===== src/rtl/seq_stream_ctrl_pkg.sv =====
// rtl/seq_stream_ctrl_pkg.sv - shared types and defaults for the word-to-serial detector controller
package seq_stream_ctrl_pkg;

    typedef enum logic {
        ST_IDLE  = 1'b0,
        ST_SHIFT = 1'b1
    } state_t;

    localparam int DEF_WIDTH = 8;
    localparam int DEF_CW    = 8;

    // Hit counter per word must hold 0..WIDTH inclusive.
    function automatic int hit_w(input int width);
        return $clog2(width + 1);
    endfunction

endpackage


===== src/rtl/seq_bit_serializer.sv =====
// rtl/seq_bit_serializer.sv - MSB-first load/shift register with bit counter and last-bit flag
module seq_bit_serializer #(
    parameter int WIDTH = 8
) (
    input  logic             clk,
    input  logic             reset,
    input  logic             load,
    input  logic             shift,
    input  logic [WIDTH-1:0] data,
    output logic             msb,
    output logic             last
);

    localparam int CNT_W = $clog2(WIDTH);
    localparam logic [CNT_W-1:0] LAST_IDX = CNT_W'(WIDTH - 1);

    logic [WIDTH-1:0] sreg;
    logic [CNT_W-1:0] bit_cnt;

    always_ff @(posedge clk or posedge reset) begin
        if (reset) begin
            sreg    <= '0;
            bit_cnt <= '0;
        end else if (load) begin
            sreg    <= data;
            bit_cnt <= LAST_IDX;
        end else if (shift) begin
            sreg    <= {sreg[WIDTH-2:0], 1'b0};
            bit_cnt <= bit_cnt - CNT_W'(1);
        end
    end

    assign msb  = sreg[WIDTH-1];
    assign last = (bit_cnt == '0);

endmodule


===== src/rtl/seq_stream_ctrl.sv =====
// rtl/seq_stream_ctrl.sv - feeds words MSB-first into a serial detector and counts hits; SEQ_STREAM_CTRL_STREAM_EN enables zero-bubble chaining
module seq_stream_ctrl
    import seq_stream_ctrl_pkg::*;
#(
    parameter int WIDTH = DEF_WIDTH,
    parameter int CW    = DEF_CW
) (
    input  logic                       clk,
    input  logic                       reset,
    input  logic                       in_valid,
    output logic                       in_ready,
    input  logic [WIDTH-1:0]           in_data,
    input  logic                       abort,
    input  logic                       clr_total,
    output logic                       det_x,
    input  logic                       det_z,
    output logic                       det_rst,
    output logic                       busy,
    output logic                       word_done,
    output logic [$clog2(WIDTH+1)-1:0] word_hits,
    output logic [CW-1:0]              total_hits
);

    localparam int HW = hit_w(WIDTH);
    localparam logic [CW-1:0] TOT_MAX = '1;

    state_t        state;
    state_t        next_state;
    logic          ser_msb;
    logic          ser_last;
    logic          accept;
    logic          shift_en;
    logic [HW-1:0] acc;

`ifdef SEQ_STREAM_CTRL_STREAM_EN
    // Ready in the last bit slot lets the next word follow with no gap.
    assign in_ready = (state == ST_IDLE) || ((state == ST_SHIFT) && ser_last && !abort);
`else
    assign in_ready = (state == ST_IDLE);
`endif

    assign accept   = in_valid && in_ready;
    assign shift_en = (state == ST_SHIFT) && !accept;
    assign busy     = (state == ST_SHIFT);
    assign det_x    = (state == ST_SHIFT) && ser_msb;

    seq_bit_serializer #(.WIDTH(WIDTH)) u_ser (
        .clk   (clk),
        .reset (reset),
        .load  (accept),
        .shift (shift_en),
        .data  (in_data),
        .msb   (ser_msb),
        .last  (ser_last)
    );

    always_comb begin
        next_state = state;
        case (state)
            ST_IDLE:  if (accept) next_state = ST_SHIFT;
            ST_SHIFT: begin
                if (abort)
                    next_state = ST_IDLE;
                else if (ser_last)
                    next_state = accept ? ST_SHIFT : ST_IDLE;
            end
            default:  next_state = ST_IDLE;
        endcase
    end

    always_ff @(posedge clk or posedge reset) begin
        if (reset) begin
            state      <= ST_IDLE;
            det_rst    <= 1'b1;
            word_done  <= 1'b0;
            word_hits  <= '0;
            total_hits <= '0;
            acc        <= '0;
        end else begin
            state     <= next_state;
            det_rst   <= (next_state != ST_SHIFT);
            word_done <= 1'b0;

            if (state == ST_IDLE) begin
                if (accept)
                    acc <= '0;
            end else if (!abort) begin
                if (ser_last) begin
                    word_done <= 1'b1;
                    word_hits <= acc + HW'(det_z);
                    acc       <= '0;
                end else begin
                    acc <= acc + HW'(det_z);
                end
            end

            // Hits seen in an aborted cycle still reach the running total.
            if (clr_total)
                total_hits <= '0;
            else if ((state == ST_SHIFT) && det_z && (total_hits != TOT_MAX))
                total_hits <= total_hits + CW'(1);
        end
    end

endmodule

===== config.mk =====
export PLATFORM = sky130hd
export DESIGN_NAME = seq_stream_ctrl
export DESIGN_NICKNAME = d
export VERILOG_FILES = /design/src/rtl/seq_stream_ctrl_pkg.sv /design/src/rtl/seq_bit_serializer.sv /design/src/rtl/seq_stream_ctrl.sv
export SDC_FILE = /design/constraint.sdc
export NUM_CORES = 1
export LEC_CHECK = 0
export ABC_AREA = 1
export CORE_MARGIN = 2
export CORE_UTILIZATION = 50
export DETAILED_ROUTE_END_ITERATION = 10
export GPL_ROUTABILITY_DRIVEN = 0
export HOLD_SLACK_MARGIN = 0.12
export PLACE_DENSITY = 0.78
export SLEW_MARGIN = 20
export SYNTH_ARGS = -nofsm -noshare
export SYNTH_HDL_FRONTEND = slang
export SYNTH_HIERARCHICAL = 1
export SYNTH_SLANG_ARGS = --single-unit

===== constraint.sdc =====
create_clock -name clk -period 1.6 [get_ports clk]
set_clock_uncertainty 0.15 [all_clocks]
set_input_delay 0.24 -clock clk [delete_from_list [all_inputs] [get_ports clk]]
set_output_delay 0.24 -clock clk [all_outputs]
set_load 0.005 [all_outputs]

Yosys cells after proc, flatten, opt, wreduce, memory -nomap -nowiden

Cells that the tools add are included.

Add/subtract/negate cells: 3
Equal/unequal tests: 2
Muxes and demuxes: 17
Bitwise logic cells: 3
Reductions and logical operators: 12

Operators with widths:

| kind                                             | number |
|---|---|
| two-way mux 8 bit                                | 4 |
| two-way mux 4 bit                                | 4 |
| adder 8 x 1 -> 8 bit, second input constant      | 1 |
| inequality test 8 bit, second input constant     | 1 |
| two-way mux 1 bit                                | 6 |
| two-way mux 3 bit                                | 2 |
| nonzero test 2 bit                               | 3 |
| logical AND 1 bit                                | 5 |
| adder 4 x 1 -> 4 bit                             | 1 |
| logical NOT 3 bit                                | 1 |
| NOT 1 bit                                        | 3 |
| AND reduction 3 bit                              | 1 |
| subtractor 3 x 1 -> 3 bit, second input constant | 1 |
| inequality test 2 bit, second input constant     | 1 |
| case mux 1 bit (2 select lines)                  | 1 |
| AND reduction 2 bit                              | 1 |
| logical NOT 1 bit                                | 1 |

Register bits: 30
Input bits: 14
Output and inout bits: 17
Logic and storage cells: 45

Logic depth before layout (Yosys ltp)

Depth in word-level cells: 7
Gate-level depth with buffers: 8
Depth with buffers taken out: 8

Cells and area by module

The synthesis kept the hierarchy.

Modules (own cells, without submodules):

| module             | times used | cells each | area an instance (µm²) | seq. area each (µm²) |
|---|---|---|---|---|
| seq_stream_ctrl    | 1          | 117        | 965.9                  | 476.7 |
| seq_bit_serializer | 1          | 62         | 524.3                  | 275.3 |

Worst setup path before layout

Ideal clock, no wire load.

Path kind: flip-flop to flip-flop
From: register total_hits[0]
To: register total_hits[7]
Library setup time: 0.118 ns
Arrival: 1.175 ns
Required time: 1.332 ns
Setup slack: 0.157 ns
Cell stages (with the launch flop): 8
Path buffers: 0
Period minus slack after synthesis: 1.443 ns
Cells stage by stage: dfrtp_1 ha_1 nand2_2 nor2_4 a21oi_4 nor2_4 nand2_1 nand2_1

Longest elaborated chain between the ends: 3
Elaborated cells on any way between the ends: 6
Classes of those cells: 1 x add/sub; 1 x eq/ne; 2 x mux; 2 x reduce/logical

Ends and longest elaborated chain:

| element                                                       | RTL line                                       | source |
|---|---|---|
| start: declaration                                            | seq_stream_ctrl.sv:21                          | `output logic [CW-1:0] total_hits` |
| start signal: assignment                                      | seq_stream_ctrl.sv:101                         | `total_hits <= total_hits + CW'(1);` |
| adder 8 x 1 -> 8 bit or inequality test 8 bit (tied branches) | seq_stream_ctrl.sv:101, seq_stream_ctrl.sv:100 |  |
| two-way mux 8 bit or logical AND 1 bit (tied branches)        | seq_stream_ctrl.sv:100                         | `else if ((state == ST_SHIFT) && det_z && (total_hits != TOT_MAX))` |
| two-way mux 8 bit or nonzero test 2 bit (tied branches)       | --                                             |  |

Several ways; a longest one is shown, not always the timed one. The select of a mux whose other input is x is not followed.
A chain may end at the register's enable or synchronous reset.

Final worst setup path

From: register total_hits[1]
To: register total_hits[7]

The elaborated chain is that of the path after synthesis.

==> results.py <==
metrics = {
    "run_status": {
        "run_status": "complete, but fails checks",
        "failed_checks": "DRC, setup timing",
    },
    "critical_path": {
        "type_of_the_setup_path_with_the_least_slack": "flop to flop",
        "critPathCaptureType": "flop",
        "timing.critical_path.required_ps": 1720,
        "worst-r2r-cell-count": 8,
        "critical_path_arrival_ps": 1750,
        "critical_path.startpoint_type": "flop",
        "critical_path.max_fanout": 6,
    },
    "min_path": {
        "holdPathStages": 3,
        "hold_path.class": "primary input to flop",
    },
    "detailed_routing": {
        "total_number_of_vias": 1360,
        "route.antenna.remaining_nets": 0,
        "detailedRoute.firstIterationViolations": 64,
        "drc": 3,
        "drt_first_pass_iters": 7,
        "vias_per_cell": 5.09,
        "wl_per_cell_um": 12.5,
        "drt_wl_total_um": 3330,
    },
    "clocking": {
        "cts_tree": "built",
        "clk_path_buf_depth": 2,
        "cts.htree.levels": 2,
        "num_clock_sinks": 30,
        "clk_transition_reported_paths_ps": 100,
        "cts_inserted_buffers": 5,
        "worstSkewPairLatency_ps": 330,
        "cts_root_buffer": "clkbuf_4",
    },
    "yosys": {
        "post_synth_most_frequent_cells": "nand2_1 (56), dfrtp_1 (29), nand3_1 (28)",
        "synth_seq_area_share_pct": 50.5,
        "postSynth.asyncResetShare_pct": 100,
        "yosys.cell_count.top_type": "nand2_1",
        "avgSynthCellArea_um2": 8.33,
        "synth_enable_flop_cells": 0,
        "yosys_warnings": 6,
        "ys_types": 23,
        "synth_seq_cells": 30,
        "synth_fp_nets": 198,
        "synth_top_area_share_pct": 48.7,
        "netlist_top_cells_area": "dfrtp_1 (49%), nand2_1 (14%), nand3_1 (9.4%)",
        "syn_area_mm2": 0.00149,
        "synth_top_area_cell": "dfrtp_1",
        "synth_ff_type": "dfrtp_1",
        "netlist_instances": 179,
    },
    "global_routing": {
        "globalRouteTotalUtil_pct": 21.3,
        "grt_remaining_overflow": 0,
        "grt_antenna_before_repair": 0,
        "vias_in_the_first_global_route": 1337,
        "grt_max_degree": 20,
        "grt_first_pass_wirelength_um": 5440,
    },
    "die": {
        "vertical_die_dimension_um": 58.6,
        "die_area_mm2": 0.00343,
        "chipWidth_um": 58.6,
        "initial_utilization_pct": 53.1,
        "std_cell_rows": 19,
        "num_io_pins": 31,
        "floorplan.core_area_mm2": 0.00281,
    },
    "pwr": {
        "irDropWorstVdd_v": 0.000699,
        "powerDensity_mw_per_mm2": 983,
        "cellLeakagePower_nw": 1.24,
    },
    "layout": {
        "num-fill-cells": 204,
        "fin_util_pct": 74.3,
        "antenna-diode-count": 0,
        "multi_input_comb_area_um2": 646,
        "regArea_um2": 754,
        "share_of_post_route_cells_with_drive_strength_above_1_pct": 18.6,
        "non_filler_cells_final": 267,
        "syn_to_final_growth_pct": 39.9,
        "design.final.nets": 255,
    },
    "timing": {
        "worstMarginPinSlew_ps": 399,
        "fmax_mhz": 613,
        "setup_viol": 3,
        "relSlewSlack_pct": 73.4,
        "rsz0062_at_grt": "yes",
        "timing_hold_violations_final": 0,
        "timing.final.crit_share_pct": 102,
        "final.min_clock_period_ps": 1630,
        "postLayoutSetupSlackWorst_ps": -31.7,
        "report.final.slew_viol_count": 0,
        "hold-worst-slack_ps": 309,
    },
    "place": {
        "placed_cells": 243,
        "post-place-ws_ps": -76.4,
        "dp.final_hpwl_um": 2240,
        "buffer_ports.inserted": 30,
    },
    "job": {
        "timing.max_cap.violations": 0,
    },
}
-- final cells by class --
class                           count  share of cell area, %
Clock buffer                        5                   1.80
Clock inverter                      2                  0.480
Inverter                           24                   4.32
Multi-Input combinational cell    122                   31.0
Sequential cell                    30                   36.2
Tap cell                           31                   1.86
Timing Repair Buffer               53                   24.4
-- timing repair --
item | 4_1_cts | 5_1_grt
buffers inserted | 11 | 5
hold buffers | 1 | 0
gates resized for setup | 11 | 21
hold endpoints to repair | 29 | 0
endpoints found under the setup margin | 13 | 21
pin swaps | 1 | 9
-- layout by cell type (no fill, tap or decap) --
| cell | netlist | final |
|---|---|---|
| clkbuf_4 | 0 | 5 |
| buf_6 | 1 | 5 |
| nor2_1 | 6 | 6 |
| inv_1 | 23 | 22 |
| o21ai_1 | 4 | 4 |
| xor2_1 | 2 | 2 |
| buf_4 | 1 | 17 |
| nand3_1 | 28 | 28 |
| dfrtp_2 | 0 | 2 |
| clkdlybuf4s15_1 | 0 | 1 |
| nor2_4 | 3 | 3 |
| dfrtp_1 | 29 | 27 |
| inv_2 | 1 | 2 |
| nand2_1 | 56 | 55 |
| ha_4 | 0 | 1 |
| a21oi_4 | 1 | 1 |
| dlygate4sd3_1 | 0 | 1 |
| nand4_1 | 1 | 1 |
| o21ai_0 | 5 | 5 |
| dfstp_2 | 1 | 1 |
| clkinv_2 | 0 | 2 |
| a21oi_1 | 3 | 3 |
| nand3b_1 | 1 | 1 |
| dlygate4sd2_1 | 0 | 7 |
| o21bai_1 | 2 | 2 |
| dlymetal6s2s_1 | 0 | 9 |
| ha_1 | 5 | 4 |
| nor2_2 | 2 | 2 |
| nand2_4 | 0 | 1 |
| clkdlybuf4s50_1 | 0 | 13 |
| xnor2_1 | 1 | 1 |
| nand2_2 | 2 | 2 |
-- through the flow --
stage               power [W]  area [um2]  TNS, ps
floorplan             0.00136        1490        0
global placement      0.00157        1850    -29.3
detailed placement    0.00160        1850     -364
CTS                   0.00204        1990    -4.14
global route          0.00220        2080     -413
finish                0.00205        2080    -36.0
-- critical path, stage by stage, from the launching register on --
cell and delay (ps):
dfrtp_1 410, buf_6 130, ha_4 160, nand2_4 90, nor2_4 40, a21oi_4 270, buf_6 160, nand4_1 80
nand2_1 80
-- state kept, by name, indices dropped and copies added, names as in the netlist --
signal	flops
acc	4
busy	1
det_rst	1
total_hits	8
u_ser/bit_cnt	3
u_ser/sreg	8
word_done	1
word_hits	4
-- where the power goes --
| group | total [W] | switching [W] | internal, W | leakage, nW |
|---|---|---|---|---|
| clock network | 0.000416 | 0.000258 | 0.000158 | 0.0308 |
| registers | 0.00101 | 0.0000870 | 0.000918 | 0.388 |
| logic | 0.000627 | 0.000325 | 0.000302 | 0.825 |
| total | 0.00205 | 0.000670 | 0.00138 | 1.24 |
-- layer usage --
layer  global-route usage, %  wire, um
met5                       0         0
met4                    12.0        59
met3                    7.03       215
met2                    34.7      1690
met1                    24.7      1370
-- cell families after synthesis --
kind of cell	share of synthesized area [%]
AO/OA/AOI/OAI	6.13
XOR/XNOR	1.76
adder cells (fa/ha/maj)	4.20
buffers and inverters	7.56
flip-flops	50.5
AND/OR/NAND/NOR	29.9
-- final timing paths --
kind                                            from                        end  slack, ps
max                        total_hits[1]$_DFFE_PP0P_  total_hits[7]$_DFFE_PP0P_        -30
min                                       in_data[0]  u_ser/sreg[0]$_DFFE_PP0P_        310
max reg2reg                total_hits[1]$_DFFE_PP0P_  total_hits[7]$_DFFE_PP0P_        -30
min reg2reg                u_ser/sreg[0]$_DFFE_PP0P_  u_ser/sreg[0]$_DFFE_PP0P_        330
max in group asynchronous                      reset          det_rst$_DFF_PP1_        370
min in group asynchronous                      reset  u_ser/sreg[6]$_DFFE_PP0P_        620
Power figures use the tool's default switching activity.
